===== src/rtl/load_store_unit_pkg.sv =====
// Shared definitions for the load/store unit: FSM state encoding, RISC-V
// funct3 width/sign codes, and the helpers that decide whether a request is
// legal and how many low address bits must be zero for its access size.
package load_store_unit_pkg;

    typedef enum logic [1:0] {
        ST_IDLE  = 2'd0,
        ST_ISSUE = 2'd1,
        ST_WAIT  = 2'd2,
        ST_DONE  = 2'd3
    } lsu_state_t;

    // Load codes
    localparam logic [2:0] F3_LB  = 3'b000;
    localparam logic [2:0] F3_LH  = 3'b001;
    localparam logic [2:0] F3_LW  = 3'b010;
    localparam logic [2:0] F3_LD  = 3'b011;
    localparam logic [2:0] F3_LBU = 3'b100;
    localparam logic [2:0] F3_LHU = 3'b101;
    localparam logic [2:0] F3_LWU = 3'b110;

    // Store codes
    localparam logic [2:0] F3_SB  = 3'b000;
    localparam logic [2:0] F3_SH  = 3'b001;
    localparam logic [2:0] F3_SW  = 3'b010;
    localparam logic [2:0] F3_SD  = 3'b011;

    // Low address bits that must be zero for the access size in funct3[1:0].
    function automatic logic [2:0] align_mask(input logic [2:0] funct3);
        case (funct3[1:0])
            2'b00:   return 3'b000;
            2'b01:   return 3'b001;
            2'b10:   return 3'b011;
            default: return 3'b111;
        endcase
    endfunction

    // Doubleword and unsigned-word codes exist only on a 64-bit datapath.
    function automatic logic funct3_legal(input logic [2:0] funct3,
                                          input logic       store,
                                          input logic       xlen64);
        if (store)
            return (funct3[2:1] != 2'b11) && (xlen64 || funct3 != F3_SD);
        else
            return (funct3 != 3'b111) &&
                   (xlen64 || (funct3 != F3_LD && funct3 != F3_LWU));
    endfunction

endpackage


===== src/rtl/lsu_lane_align.sv =====
// Combinational lane steering for the load/store unit.
//   funct3      : width/sign code of the registered access
//   byte_offset : low address bits (byte position inside the aligned word)
//   store_data  : rs2 value to be written
//   read_data   : aligned word returned by memory
//   byte_enable : size mask shifted to the addressed lanes
//   write_value : store data replicated across every lane of its size
//   load_value  : addressed lane moved to bit 0, sign- or zero-extended
module lsu_lane_align
    import load_store_unit_pkg::*;
#(
    parameter int XLEN = 32,
    localparam int BYTES = XLEN / 8,
    localparam int OFFS  = $clog2(BYTES)
) (
    input  logic [2:0]       funct3,
    input  logic [OFFS-1:0]  byte_offset,
    input  logic [XLEN-1:0]  store_data,
    input  logic [XLEN-1:0]  read_data,
    output logic [BYTES-1:0] byte_enable,
    output logic [XLEN-1:0]  write_value,
    output logic [XLEN-1:0]  load_value
);

    logic [BYTES-1:0] size_mask;
    logic [XLEN-1:0]  shifted;
    logic [XLEN-1:0]  value_mask;
    logic             sign_bit;

    assign shifted     = read_data >> {byte_offset, 3'b000};
    assign byte_enable = size_mask << byte_offset;

    always_comb begin
        size_mask   = '0;
        write_value = store_data;
        value_mask  = '1;
        sign_bit    = 1'b0;
        case (funct3[1:0])
            2'b00: begin
                size_mask   = BYTES'(8'h01);
                write_value = {(XLEN/8){store_data[7:0]}};
                value_mask  = XLEN'(8'hFF);
                sign_bit    = shifted[7];
            end
            2'b01: begin
                size_mask   = BYTES'(8'h03);
                write_value = {(XLEN/16){store_data[15:0]}};
                value_mask  = XLEN'(16'hFFFF);
                sign_bit    = shifted[15];
            end
            2'b10: begin
                size_mask   = BYTES'(8'h0F);
                write_value = {(XLEN/32){store_data[31:0]}};
                value_mask  = XLEN'(32'hFFFF_FFFF);
                sign_bit    = shifted[31];
            end
            default: begin
                size_mask   = '1;
                write_value = store_data;
                value_mask  = '1;
                sign_bit    = shifted[XLEN-1];
            end
        endcase
    end

    // funct3[2] marks the unsigned load variants (LBU/LHU/LWU).
    assign load_value = (shifted & value_mask) |
                        ((sign_bit && !funct3[2]) ? ~value_mask : '0);

endmodule


===== src/rtl/load_store_unit.sv =====
// Single-outstanding load/store unit between a CPU request port and a simple
// memory command/response port.
//   clock, reset                     : single clock, synchronous active-high reset
//   request_*                        : CPU request handshake (ready only in IDLE)
//   funct3, rs1_value, immediate,
//   rs2_value                        : access code, base, offset, store data
//   response_valid/value/error       : one-cycle completion pulse with result
//   memory_request_*, memory_write_*,
//   memory_address, memory_byte_enable: memory command, held stable in ISSUE
//   memory_response_valid,
//   memory_read_value                : memory completion (ignored outside WAIT)
module load_store_unit
    import load_store_unit_pkg::*;
#(
    parameter int XLEN           = 32,
    parameter int TIMEOUT_CYCLES = 15
) (
    input  logic                clock,
    input  logic                reset,
    input  logic                request_valid,
    output logic                request_ready,
    input  logic                request_store,
    input  logic [2:0]          funct3,
    input  logic [XLEN-1:0]     rs1_value,
    input  logic [XLEN-1:0]     immediate,
    input  logic [XLEN-1:0]     rs2_value,
    output logic                response_valid,
    output logic [XLEN-1:0]     response_value,
    output logic                response_error,
    output logic                memory_request_valid,
    input  logic                memory_request_ready,
    output logic                memory_write_enable,
    output logic [XLEN-1:0]     memory_address,
    output logic [XLEN-1:0]     memory_write_value,
    output logic [XLEN/8-1:0]   memory_byte_enable,
    input  logic                memory_response_valid,
    input  logic [XLEN-1:0]     memory_read_value
);

    localparam int BYTES = XLEN / 8;
    localparam int OFFS  = $clog2(BYTES);
    localparam int CNT_W = $clog2(TIMEOUT_CYCLES + 1);

    if (XLEN != 32 && XLEN != 64) begin : g_bad_xlen
        $error("load_store_unit: XLEN must be 32 or 64");
    end

    lsu_state_t       state_q, state_d;
    logic [XLEN-1:0]  addr_q;
    logic [2:0]       funct3_q;
    logic             store_q;
    logic [XLEN-1:0]  data_q;
    logic [XLEN-1:0]  result_q;
    logic             error_q;
    logic [CNT_W-1:0] count_q;

    logic [XLEN-1:0]  request_address;
    logic             request_bad;
    logic             timeout;
    logic [BYTES-1:0] lane_byte_enable;
    logic [XLEN-1:0]  lane_write_value;
    logic [XLEN-1:0]  lane_load_value;

    // Wraps modulo 2^XLEN by construction of the adder width.
    assign request_address = rs1_value + immediate;
    assign request_bad     = !funct3_legal(funct3, request_store, XLEN == 64) ||
                             (|(request_address[2:0] & align_mask(funct3)));
    // Leaving on count T-1 makes the error pulse land exactly T cycles after WAIT entry.
    assign timeout         = (count_q == CNT_W'(TIMEOUT_CYCLES - 1));

    lsu_lane_align #(.XLEN(XLEN)) u_lane_align (
        .funct3      (funct3_q),
        .byte_offset (addr_q[OFFS-1:0]),
        .store_data  (data_q),
        .read_data   (memory_read_value),
        .byte_enable (lane_byte_enable),
        .write_value (lane_write_value),
        .load_value  (lane_load_value)
    );

    // NOTE: sequential state uses non-blocking assignments only, so every
    // register samples pre-edge values regardless of statement order.
    always_ff @(posedge clock) begin
        if (reset) begin
            // NOTE: datapath registers are reset as well, so nothing left over
            // from an abandoned transaction can reach the outputs later.
            state_q  <= ST_IDLE;
            addr_q   <= '0;
            funct3_q <= '0;
            store_q  <= 1'b0;
            data_q   <= '0;
            result_q <= '0;
            error_q  <= 1'b0;
            count_q  <= '0;
        end else begin
            state_q <= state_d;
            case (state_q)
                ST_IDLE: begin
                    count_q <= '0;
                    if (request_valid) begin
                        addr_q   <= request_address;
                        funct3_q <= funct3;
                        store_q  <= request_store;
                        data_q   <= rs2_value;
                        result_q <= '0;
                        error_q  <= request_bad;
                    end
                end
                ST_WAIT: begin
                    count_q <= count_q + CNT_W'(1);
                    if (memory_response_valid) begin
                        result_q <= store_q ? '0 : lane_load_value;
                        error_q  <= 1'b0;
                    end else if (timeout) begin
                        result_q <= '0;
                        error_q  <= 1'b1;
                    end
                end
                default: count_q <= '0;
            endcase
        end
    end

    // NOTE: every output of this block gets a default first, so no path can
    // leave a signal unassigned and infer a latch.
    always_comb begin
        state_d              = state_q;
        request_ready        = 1'b0;
        response_valid       = 1'b0;
        response_value       = '0;
        response_error       = 1'b0;
        memory_request_valid = 1'b0;
        memory_write_enable  = 1'b0;
        memory_address       = '0;
        memory_write_value   = '0;
        memory_byte_enable   = '0;
        case (state_q)
            ST_IDLE: begin
                request_ready = 1'b1;
                if (request_valid)
                    state_d = request_bad ? ST_DONE : ST_ISSUE;
            end
            ST_ISSUE: begin
                memory_request_valid = 1'b1;
                memory_write_enable  = store_q;
                memory_address       = {addr_q[XLEN-1:OFFS], {OFFS{1'b0}}};
                memory_write_value   = store_q ? lane_write_value : '0;
                memory_byte_enable   = lane_byte_enable;
                if (memory_request_ready)
                    state_d = ST_WAIT;
            end
            ST_WAIT: begin
                if (memory_response_valid || timeout)
                    state_d = ST_DONE;
            end
            ST_DONE: begin
                response_valid = 1'b1;
                response_value = result_q;
                response_error = error_q;
                state_d        = ST_IDLE;
            end
            default: state_d = ST_IDLE;
        endcase
    end

endmodule


===== config.mk =====
export PLATFORM = sky130hd
export DESIGN_NAME = load_store_unit
export DESIGN_NICKNAME = d
export VERILOG_FILES = /design/src/rtl/load_store_unit_pkg.sv /design/src/rtl/lsu_lane_align.sv /design/src/rtl/load_store_unit.sv
export SDC_FILE = /design/constraint.sdc
export NUM_CORES = 1
export LEC_CHECK = 0
export CORE_MARGIN = 2
export CORE_UTILIZATION = 35
export CTS_CLUSTER_DIAMETER = 30
export DETAILED_ROUTE_END_ITERATION = 10
export GPL_TIMING_DRIVEN = 0
export PLACE_DENSITY = 0.63
export SLEW_MARGIN = 0
export SYNTH_ARGS = -nofsm -noshare
export SYNTH_HDL_FRONTEND = slang
export SYNTH_HIERARCHICAL = 1
export SYNTH_SLANG_ARGS = --single-unit

===== constraint.sdc =====
create_clock -name clock -period 4.38 [get_ports clock]
set_input_delay 1.314 -clock clock [delete_from_list [all_inputs] [get_ports clock]]
set_output_delay 1.314 -clock clock [all_outputs]
set_load 0.05 [all_outputs]

==> summary.txt <==
Timing
  – Worst Clk Skew: 0.0104 ns
  – Crit share post-route: between 90% and 100%
  – Rel. slew slack: about 57%
  – Fin. max-slew vios: 0
  – # setup viols final: 0
  – Final hold violations: 0
  – Min cycle time layout: 4.23 ns
  – Unrepaired setup endpoints after global routing: false
  – Worst slew pin tran: approximately 0.64 ns
  – TNS Setup: 0 ns
  – Max Clock Freq: 236 MHz

Power
  – Worst vdd ir: 0.000224 V
  – Final Power: ~4.3 mW
  – Power Density: 407 nW/um2
  – Internal power: approximately 2.4 mW
  – Combinational share of power: 50.2%
  – Sequential share of power: 29.0%
  – P_leak: 4.25 nW
  – Clock power share: 20.7%
  – Sw frac: approximately 44%
  – P_sw: 1.88 mW

GRT
  – Largest net degree at the start of global routing: 17
  – Grt total ovfl: 0
  – Global-route usage over all layers: 22.8%
  – Initial antenna violation count: 0
  – First-pass GRT wire length: between 40000 and 50000 um
  – Vias in the first global route: 7440

Synth
  – Post-Syn Area: between 7000 and 8000 um2
  – Ranking of synthesized cells by area: dfxtp_1 (29%), nand2_1 (9.4%), a21oi_1 (8.2%)
  – Post-synth top area share: 28.5%
  – Predominant post-synthesis flop cell: dfxtp_1
  – Register area share after synthesis: 28.5%
  – Synth area leader: dfxtp_1
  – Number of flops mapped to enable cells by yosys: 0
  – Seq cells post-synth: 107
  – Yosys warnings: 6
  – Share of synthesized registers carrying an async set or reset: 0%
  – Synth Instances: 1007
  – Distinct cells, synth: 71
  – Mapped Avg Cell Area: 7.46 um2

Floorplanning
  – Core area: 21000 um2
  – Die width: 151 um
  – Die ar.: 22700 um2
  – Ports: 242
  – # rows: 53
  – Starting Density: 35.7%
  – Chip height: 151 um

Clock tree
  – Clk sinks: about 110
  – Hold-fix buffers at CTS: 0
  – CTS H-Tree Depth: 3
  – CTS buffer count: 9
  – CTS tree: done
  – Clock latency on the worst-skew pair: 0.36 ns
  – Clock root buffer: clkbuf_16
  – Post-CTS Setup Bufs: 0
  – CTS max path bufs: 2
  – Clock transition at path regs: 0.07 ns

Finish
  – Area of the multi-input gates: 4930 um2
  – Layout cells sized above 1: 6.57%
  – Nets@finish: 1433
  – Final-layout fill cell count: 2106
  – Fin area: 10600 um2
  – Sequential cell area: 2140 um2
  – Area Growth Syn to Fin: 41.2%
  – Ant diodes: 0

Place
  – GP Congestion: 0.877
  – Port Buffers: 239
  – DP HPWL: ~21000 um
  – Dpl cell area: 10300 um2

Outcome
  – Status: completed

Critical path
  – Startpoint class of the critical path: flip-flop
  – Setup crit end kind: output port
  – Critical path class: flip-flop to output port
  – Critical path data required time: 3.07 ns
  – Worst path arrival time: 2.92 ns
  – Crit-path max FO: 10

Drt
  – Routed length per placed instance: about 17 um
  – Via count: 8117
  – Total Wirelength: 26400 um
  – Via-to-Cell Ratio: 5.28
  – Antenna-violating nets left: 0
  – DRC errors left: 0
  – 1st-pass router iterations: 5
  – Number of DRC markers in iteration 0: 530

Run
  – Number of max-cap violations: 0

Min path
  – Worst hold path type: flip-flop to flip-flop
## final timing paths
| check | start | endpoint | slack, ns | depth (start not counted) |
|---|---|---|---|---|
| setup / recovery | state_q[1] | memory_address[21] | 0.15 | 6 |
| hold / removal | addr_q[22] | addr_q[22] | 0.44 | 2 |
| setup reg to reg | state_q[0] | result_q[19] | 1.94 | 7 |
| hold reg to reg | addr_q[22] | addr_q[22] | 0.44 | 2 |
## synthesized netlist by cell type (2+ instances only)
cell type	instances
mux2i_1	18
o21a_1	9
a211oi_1	4
nor2_1	35
a31oi_1	7
or4_1	2
nor2b_1	6
o211ai_1	2
a32o_1	2
o31a_1	4
nand2_1	188
xnor2_1	15
buf_4	14
mux2_2	29
nand4_1	14
xor2_1	9
a21oi_1	123
o22ai_1	3
o21bai_1	4
o21ai_1	3
a221oi_1	8
or3_1	3
o221ai_1	2
buf_2	6
a32oi_1	2
and3_1	35
o21ai_0	50
and2_1	73
nand2b_1	3
and4_1	3
clkbuf_1	53
mux2_4	4
a311oi_1	2
nand3_1	60
a21boi_0	2
inv_1	13
a21o_1	4
nor3_1	12
ha_1	37
buf_1	4
buf_6	4
dfxtp_1	107
## metal layers
layer | up-vias | track usage, % | wire length, um
met5 | - | 0 | 0
met4 | 0 | 6.46 | 405
met3 | 26 | 2.67 | 1650
met2 | 278 | 37.8 | 12400
met1 | 3771 | 31.1 | 11900
li1 | 4042 | - | -
## cell usage in the layout (no fill, tap or decap), drive strengths merged, types with 14 or more instances in the layout
cell | Yosys | routed
dfxtp | 107 | 107
xnor2 | 15 | 15
o21ai | 54 | 54
and2 | 73 | 73
clkdlybuf4s50 | 0 | 226
clkbuf | 53 | 65
mux2i | 18 | 18
nand4 | 14 | 14
mux2 | 33 | 33
a21oi | 124 | 124
and3 | 35 | 35
nand2 | 188 | 188
buf | 28 | 28
nand3 | 61 | 61
nor2 | 35 | 35
ha | 37 | 37
## power groups by stage
| stage | Sequential [mW] | Clock [mW] | Combinational (mW) |
|---|---|---|---|
| 2_1_floorplan | 1.23 | 0 | 1.47 |
| 3_3_place_gp | 1.27 | 0 | 2.15 |
| 3_5_place_dp | 1.27 | 0 | 2.16 |
| 4_1_cts | 1.25 | 0.913 | 2.17 |
| 5_1_grt | 1.28 | 0.947 | 2.36 |
| 6_report | 1.25 | 0.896 | 2.17 |
## registers in the layout (all words and copies together), names as in the netlist
name      flops
count_q       4
addr_q       32
funct3_q      3
error_q       1
store_q       1
result_q     32
state_q       2
data_q       32
## what timing repair did
item	in CTS	in global routing
endpoints found under the setup margin	0	23
resized for setup	0	15
endpoints found under the hold margin	0	0
## logic make-up (layout without fill, tap and decap cells)
| family | after synthesis | count (layout) | share of synthesized area (%) |
|---|---|---|---|
| and+or+nand+nor | 443 | 443 | 28.8 |
| AOI/OAI and AO/OA | 248 | 248 | 20.0 |
| DFF | 107 | 107 | 28.5 |
| buffers and inverters | 95 | 350 | 5.94 |
| muxes | 51 | 51 | 7.54 |
| adders and majority gates | 38 | 38 | 6.43 |
| xor gates and xnor gates | 24 | 24 | 2.80 |
| other | 1 | 2 | 0.0499 |
## area by class of cell
type / count / area share [%]
clock buffers: 12 / 2.32
flip-flops and latches: 107 / 20.2
well taps: 275 / 3.24
repair buffers: 239 / 22.9
multi-input cells: 806 / 46.5
inverters: 14 / 0.495
plain buffers: 81 / 3.73
clock inverters: 4 / 0.696
## stage by stage
step	hold slack [ns]	std cells	utilization [%]	setup WS [ns]
after global placement	0.426	1522	48.8	0.0623
after CTS	0.446	1538	50.3	0.0121
final	0.442	1538	50.5	0.145
after floorplan	0.417	1008	-	0.925
after detailed placement	0.437	1522	48.8	0.0718
after global routing	0.463	1538	50.5	0.0138
## critical path, stage by stage, from the launching register on
cell             delay (ns)
dfxtp_1                0.34
inv_1                  0.08
ha_1                   0.34
clkbuf_1               0.39
clkbuf_1               0.36
and2_1                 0.23
clkdlybuf4s50_1        0.82
Power figures use the tool's default switching activity.
